## src/rtl/nrdiv_pkg.sv

```systemverilog
// Shared definitions for the non-restoring divider: FSM state encoding and
// the iteration-counter width helper.
package nrdiv_pkg;

  typedef enum logic [1:0] {
    StIdle    = 2'd0,
    StIter    = 2'd1,
    StCorrect = 2'd2,
    StDone    = 2'd3
  } state_e;

  // Counter must be able to hold the value WIDTH itself.
  function automatic int unsigned count_width(input int unsigned width);
    return $clog2(width + 1);
  endfunction

endpackage

```

## src/rtl/nrdiv_datapath.sv

```systemverilog
// A/Q/M registers of the non-restoring divider: load, one shift+add/sub step
// per strobe, and the final remainder restore.
module nrdiv_datapath
  import nrdiv_pkg::*;
#(
  parameter int unsigned WIDTH = 4
) (
  input  logic             clk,
  input  logic             rst_n,
  input  logic             load_i,
  input  logic             step_i,
  input  logic             correct_i,
  input  logic [WIDTH-1:0] dividend_i,
  input  logic [WIDTH-1:0] divisor_i,
  output logic [WIDTH-1:0] quo_o,
  output logic [WIDTH-1:0] rem_o
);

  logic [WIDTH:0]   a_q, a_d, a_sh, a_step, a_fix, m_ext;
  logic [WIDTH-1:0] q_q, q_d, m_q, m_d;

  always_comb begin
    m_ext  = {1'b0, m_q};
    a_sh   = {a_q[WIDTH-1:0], q_q[WIDTH-1]};
    // Sign of the partial remainder selects add or subtract.
    a_step = a_q[WIDTH] ? (a_sh + m_ext) : (a_sh - m_ext);
    a_fix  = a_q[WIDTH] ? (a_q + m_ext) : a_q;
    a_d    = a_q;
    q_d    = q_q;
    m_d    = m_q;
    if (load_i) begin
      a_d = '0;
      q_d = dividend_i;
      m_d = divisor_i;
    end else if (step_i) begin
      a_d = a_step;
      q_d = {q_q[WIDTH-2:0], ~a_step[WIDTH]};
    end else if (correct_i) begin
      a_d = a_fix;
    end
  end

  assign quo_o = q_q;
  assign rem_o = a_fix[WIDTH-1:0];

  always_ff @(posedge clk or negedge rst_n) begin
    if (!rst_n) begin
      a_q <= '0;
      q_q <= '0;
      m_q <= '0;
    end else begin
      a_q <= a_d;
      q_q <= q_d;
      m_q <= m_d;
    end
  end

endmodule

```

## src/rtl/nonrestoring_divider.sv

```systemverilog
// Sequential unsigned non-restoring divider: control FSM, iteration counter
// and held result registers around nrdiv_datapath.
module nonrestoring_divider
  import nrdiv_pkg::*;
#(
  parameter int unsigned WIDTH = 4
) (
  input  logic             clk,
  input  logic             rst_n,
  input  logic             start_i,
  input  logic [WIDTH-1:0] dividend_i,
  input  logic [WIDTH-1:0] divisor_i,
  output logic             busy_o,
  output logic             done_o,
  output logic [WIDTH-1:0] quotient_o,
  output logic [WIDTH-1:0] remainder_o,
  output logic             div_by_zero_o
);

  localparam int unsigned CntW = count_width(WIDTH);
  localparam logic [CntW-1:0] LastIter = CntW'(WIDTH - 1);

  state_e           state_q, state_d;
  logic [CntW-1:0]  count_q, count_d;
  logic             busy_q, busy_d, done_q, done_d, dbz_q, dbz_d;
  logic [WIDTH-1:0] quo_q, quo_d, rem_q, rem_d;
  logic [WIDTH-1:0] dp_quo, dp_rem;
  logic             load, step, correct;

  nrdiv_datapath #(
    .WIDTH(WIDTH)
  ) u_datapath (
    .clk       (clk),
    .rst_n     (rst_n),
    .load_i    (load),
    .step_i    (step),
    .correct_i (correct),
    .dividend_i(dividend_i),
    .divisor_i (divisor_i),
    .quo_o     (dp_quo),
    .rem_o     (dp_rem)
  );

  always_comb begin
    state_d = state_q;
    count_d = count_q;
    dbz_d   = dbz_q;
    quo_d   = quo_q;
    rem_d   = rem_q;
    load    = 1'b0;
    step    = 1'b0;
    correct = 1'b0;
    unique case (state_q)
      StIdle: begin
        if (start_i) begin
          if (divisor_i == '0) begin
            quo_d   = '1;
            rem_d   = dividend_i;
            dbz_d   = 1'b1;
            state_d = StDone;
          end else begin
            load    = 1'b1;
            count_d = '0;
            dbz_d   = 1'b0;
            state_d = StIter;
          end
        end
      end
      StIter: begin
        step    = 1'b1;
        count_d = count_q + CntW'(1);
        if (count_q == LastIter) state_d = StCorrect;
      end
      StCorrect: begin
        correct = 1'b1;
        quo_d   = dp_quo;
        rem_d   = dp_rem;
        state_d = StDone;
      end
      StDone:  state_d = StIdle;
      default: state_d = StIdle;
    endcase
    // Flags are registered from the next state so they are pure flop outputs.
    busy_d = (state_d != StIdle);
    done_d = (state_d == StDone);
  end

  always_ff @(posedge clk or negedge rst_n) begin
    if (!rst_n) begin
      state_q <= StIdle;
      count_q <= '0;
      busy_q  <= 1'b0;
      done_q  <= 1'b0;
      dbz_q   <= 1'b0;
      quo_q   <= '0;
      rem_q   <= '0;
    end else begin
      state_q <= state_d;
      count_q <= count_d;
      busy_q  <= busy_d;
      done_q  <= done_d;
      dbz_q   <= dbz_d;
      quo_q   <= quo_d;
      rem_q   <= rem_d;
    end
  end

  assign busy_o        = busy_q;
  assign done_o        = done_q;
  assign quotient_o    = quo_q;
  assign remainder_o   = rem_q;
  assign div_by_zero_o = dbz_q;

endmodule
```

## config.mk

```make
export PLATFORM = sky130hd
export DESIGN_NAME = nonrestoring_divider
export DESIGN_NICKNAME = d
export VERILOG_FILES = /design/src/rtl/nrdiv_pkg.sv /design/src/rtl/nrdiv_datapath.sv /design/src/rtl/nonrestoring_divider.sv
export SDC_FILE = /design/constraint.sdc
export NUM_CORES = 1
export LEC_CHECK = 0
export BUFFER_PORTS_ARGS = -buffer_cell sky130_fd_sc_hd__buf_2
export CAP_MARGIN = 25
export CORE_MARGIN = 5
export CORE_UTILIZATION = 33
export DETAILED_ROUTE_END_ITERATION = 8
export GPL_ROUTABILITY_DRIVEN = 0
export PLACE_DENSITY = 0.49
export SKIP_CTS_REPAIR_TIMING = 1
export SYNTH_ARGS = -nofsm -noshare
export SYNTH_HDL_FRONTEND = slang
export SYNTH_SLANG_ARGS = --single-unit
```

## constraint.sdc

```tcl
create_clock -name clk -period 2.6 [get_ports clk]
set_clock_uncertainty 0.2 [all_clocks]
set_input_delay 0.39 -clock clk [delete_from_list [all_inputs] [get_ports clk]]
set_output_delay 0.39 -clock clk [all_outputs]
set_load 0.005 [all_outputs]
```

==> impl.org <==
** Floorplanning
- The initial utilization of the core area, before any placement, comes to 33.5%.
- After floorplanning, the core was divided into 26 placement rows.
- Chip width :: 81.5 um
- Die height :: 81.5 um
- Area of the die :: 6650 um2
- The core region is 5040 um2.
- I/O pin total :: 22

** Critical path
- Worst endpoint data arrival time :: 2.28 ns
- By startpoint and endpoint, the worst setup path is classified as reg2reg.
- The critical path starts at u_datapath.m_q[1].
- For flop-to-flop paths, the worst setup slack is 0.27 ns.
- Critical-path maximum fanout :: 4
- Kind of start point of the critical path :: flip-flop
- Origin of the critical flop-to-flop path :: u_datapath.m_q[1]
- Required arrival time at the worst endpoint :: 2.55 ns
- Crit. End Element :: flip-flop
- Counting cells, the worst reg-to-reg path comes to 9.
- The critical path ends at u_datapath.a_q[4].
- RR Endpoint :: u_datapath.a_q[4]

** Placed design
- Port buffer count :: 21
- After detailed placement, the design holds a cell count of 253.
- The wire-length estimate of the detail-placed layout is 3.08 mm.

** Cells and area
- Across the whole layout, storage elements account for 726 um2.
- Antenna cells :: 0
- Of the cells placed in the final design, the portion with a size suffix greater than 1 is 19.9%.
- Summing all multi-input logic gate instances after layout gives 877 um2.
- Filler cells :: 534
- Count of non-filler cells in the finished layout :: 261
- The area growth from synthesis to layout is 16.2%.
- Number of nets in the layout :: 216

** Timing
- Final Max Tran Viols :: 0
- Final Hold Vio Count :: 0
- Of the available clock period, the critical path in the final layout requires 89.7%.
- The routed design could run at a clock period as short as 2.33 ns.
- The worst pin sits at a relative slew slack of 55.2%.
- Static timing analysis puts the maximum clock frequency at 0.429 GHz.
- Setup violations remaining at the end of the flow were counted as 0.
- Setup repair after global routing left no endpoint under its margin.
- Summed over all failing endpoints, the final setup total negative slack is 0 ns.
- Measured slew at the worst slew-check pin :: 0.672 ns

** Logic synthesis
- Yosys mapped the design onto 43 distinct sky130hd cell types.
- Average cell area after synthesis :: 10.2 um2
- Number of flops mapped to enable cells by yosys :: 0
- The Yosys step of the flow raised 0 warnings.
- For this run, the leading register cell type out of synthesis is sky130_fd_sc_hd__dfrtp_1.
- Netlist area before placement :: 1690 um2
- sky130_fd_sc_hd__dfrtp_1 is the most common cell in the netlist.
- The largest total area in the synthesized netlist belongs to sky130_fd_sc_hd__dfrtp_1.
- Yosys attributes the largest share of cell area to sky130_fd_sc_hd__dfrtp_1 43%, sky130_fd_sc_hd__ha_1 8.9%, sky130_fd_sc_hd__nand2_1 4.7%.
- In this run, synthesis produced a sequential element count of 29.
- Syn_nets :: 191
- Top-area cell type share of the netlist area :: 43.0%
- Synth Instances :: 166
- In the synthesized netlist, the cells that appear most often are 29 x sky130_fd_sc_hd__dfrtp_1, 21 x sky130_fd_sc_hd__nand2_1, 12 x sky130_fd_sc_hd__ha_1, 11 x sky130_fd_sc_hd__inv_1, 11 x sky130_fd_sc_hd__o21ai_0.
- Counting flops with an async set or reset pin after synthesis yields a share of 100%.
- Sequential share of the synthesized area :: 43.0%

** Global routing
- The first global-routing pass estimated 6.85 mm of wire.
- Across every metal layer, demand over resource in global routing totals 13.7%.
- Entering global routing, the biggest net connects 30 pins.
- The initial antenna violation count was 0.
- The number of global-route vias before repair came to 1395.
- The total overflow left after global routing is 0.

** Run status
- Outcome :: finished, final reports clean

** Routing
- Post-detailed-route DRC marker count :: 0
- The pre-antenna-repair detailed-routing pass consisted of 4 iterations.
- Detailed-route vias per instance :: 4.95
- The count of nets left with antenna violations once routing finished came out at 0.
- Total wire length after detailed routing :: 4.02 mm
- Vias post-DR :: 1291
- After detailed routing, the average wire length per cell comes to 15.4 um.
- Iter 0 DRT Violations :: 59

** Pwr
- Static Leak :: 0.921 nW
- Power spread over the standard cell area amounts to 1440 nW/um2.
- Worst vdd ir :: 0.593 mV

** Clock tree
- CTS built an H-tree with a depth of 2.
- Clock tree synthesis found a total of 29 sinks.
- Total CTS buffers :: 5
- CTS Root Buffer Type :: sky130_fd_sc_hd__clkbuf_8
- Clock-pin slew of the registers on the worst-case setup and hold paths :: 0.06 ns
- TritonCTS built the clock tree.
- No sink is reached through more buffers than the 2 on the longest clock path.
- Clock latency on the worst-skew pair :: 0.28 ns

** Hold path
- The min-delay analysis places its worst path in the category in2reg.

** Flow run
- Max-cap violations in this run came to 0.
[state kept, by name, indices dropped and copies added, names as in the netlist]
register and cells:
div_by_zero_o 1, count_q 3, busy_o 1, state_q 2, u_datapath.a_q 5, u_datapath.quo_o 4
u_datapath.m_q 4, remainder_o 4, quotient_o 4, done_o 1
[layout make-up]
class | instances | share of cell area [%]
multi-input combinational | 118 | 44.7
clock buffer | 7 | 4.40
tap | 70 | 4.46
timing repair buffer | 26 | 7.39
sequential | 29 | 37.0
inverter | 11 | 2.10
[where the power goes]
part / switching, W / internal [W] / leakage (nW)
Clock: 0.000161 / 0.000209 / 0.0443
Combinational: 0.000787 / 0.000759 / 0.528
Sequential: 0.000230 / 0.000687 / 0.349
[worst max-delay path, cell delays in order, from the launching register on]
cell	delay, ns
sky130_fd_sc_hd__dfrtp_1	0.40
sky130_fd_sc_hd__inv_1	0.10
sky130_fd_sc_hd__ha_1	0.28
sky130_fd_sc_hd__mux2_2	0.16
sky130_fd_sc_hd__inv_1	0.05
sky130_fd_sc_hd__fa_1	0.41
sky130_fd_sc_hd__nand2b_1	0.15
sky130_fd_sc_hd__a21oi_1	0.15
sky130_fd_sc_hd__xnor2_1	0.17
sky130_fd_sc_hd__o22ai_1	0.11
[layer usage]
layer | wire length [um] | part of all wire [%] | vias up | GRT usage, %
li1 | - | - | 633 | -
met1 | 1860 | 46 | 629 | 16.3
met2 | 1920 | 48 | 23 | 23.5
met3 | 172 | 4.3 | 6 | 3.84
met4 | 64 | 1.6 | 0 | 5.24
met5 | 0 | 0 | - | 0
[logic make-up after synthesis]
logic type / synth area share, %
simple gates: 16.0
fa+ha+maj: 11.3
compound gates: 16.7
xor+xnor: 3.63
buf+inv: 5.11
flops: 43.0
mux: 4.30
[worst min-delay path by stage]
stage                                to           from  slack (ns)  depth (start not counted)
finish              u_datapath.quo_o[1]  dividend_i[1]        0.15                          3
global route          u_datapath.m_q[0]   divisor_i[0]        0.16                          3
global placement             count_q[0]          rst_n        0.26                          1
CTS                      remainder_o[0]          rst_n       -0.04                          1
detailed placement           count_q[1]          rst_n        0.26                          1
floorplan                        busy_o          rst_n       -0.11                          0
[per-stage QoR]
stage | setup WS (ns) | hold slack (ns) | utilization [%] | total power [W] | instance area (um2)
CTS | 0.267 | -0.0440 | 38.7 | 0.00287 | 1950
finish | 0.269 | 0.152 | 38.9 | 0.00283 | 1960
global route | 0.115 | 0.156 | 38.9 | 0.00314 | 1960
floorplan | 0.406 | -0.106 | - | 0.00204 | 1690
global placement | 0.356 | 0.259 | 37.0 | 0.00242 | 1870
detailed placement | 0.272 | 0.262 | 37.0 | 0.00247 | 1870
[cell usage in the layout (no fill, tap or decap), types with 2 or more instances in the layout]
master,instances
sky130_fd_sc_hd__nor2b_1,3
sky130_fd_sc_hd__nand2_1,21
sky130_fd_sc_hd__buf_2,21
sky130_fd_sc_hd__clkbuf_8,6
sky130_fd_sc_hd__o22a_1,4
sky130_fd_sc_hd__buf_4,4
sky130_fd_sc_hd__a22o_1,3
sky130_fd_sc_hd__fa_1,2
sky130_fd_sc_hd__dfrtp_1,29
sky130_fd_sc_hd__o211ai_1,5
sky130_fd_sc_hd__o21ai_0,11
sky130_fd_sc_hd__nor2_1,7
sky130_fd_sc_hd__a31oi_1,2
sky130_fd_sc_hd__a21o_1,3
sky130_fd_sc_hd__a21oi_1,6
sky130_fd_sc_hd__ha_1,12
sky130_fd_sc_hd__xnor2_1,3
sky130_fd_sc_hd__nand2b_1,4
sky130_fd_sc_hd__inv_1,11
sky130_fd_sc_hd__mux2i_1,5
sky130_fd_sc_hd__a22oi_1,3
sky130_fd_sc_hd__nor3_1,2
sky130_fd_sc_hd__xor2_1,4
Note: power is estimated with default switching activity, not from simulation.
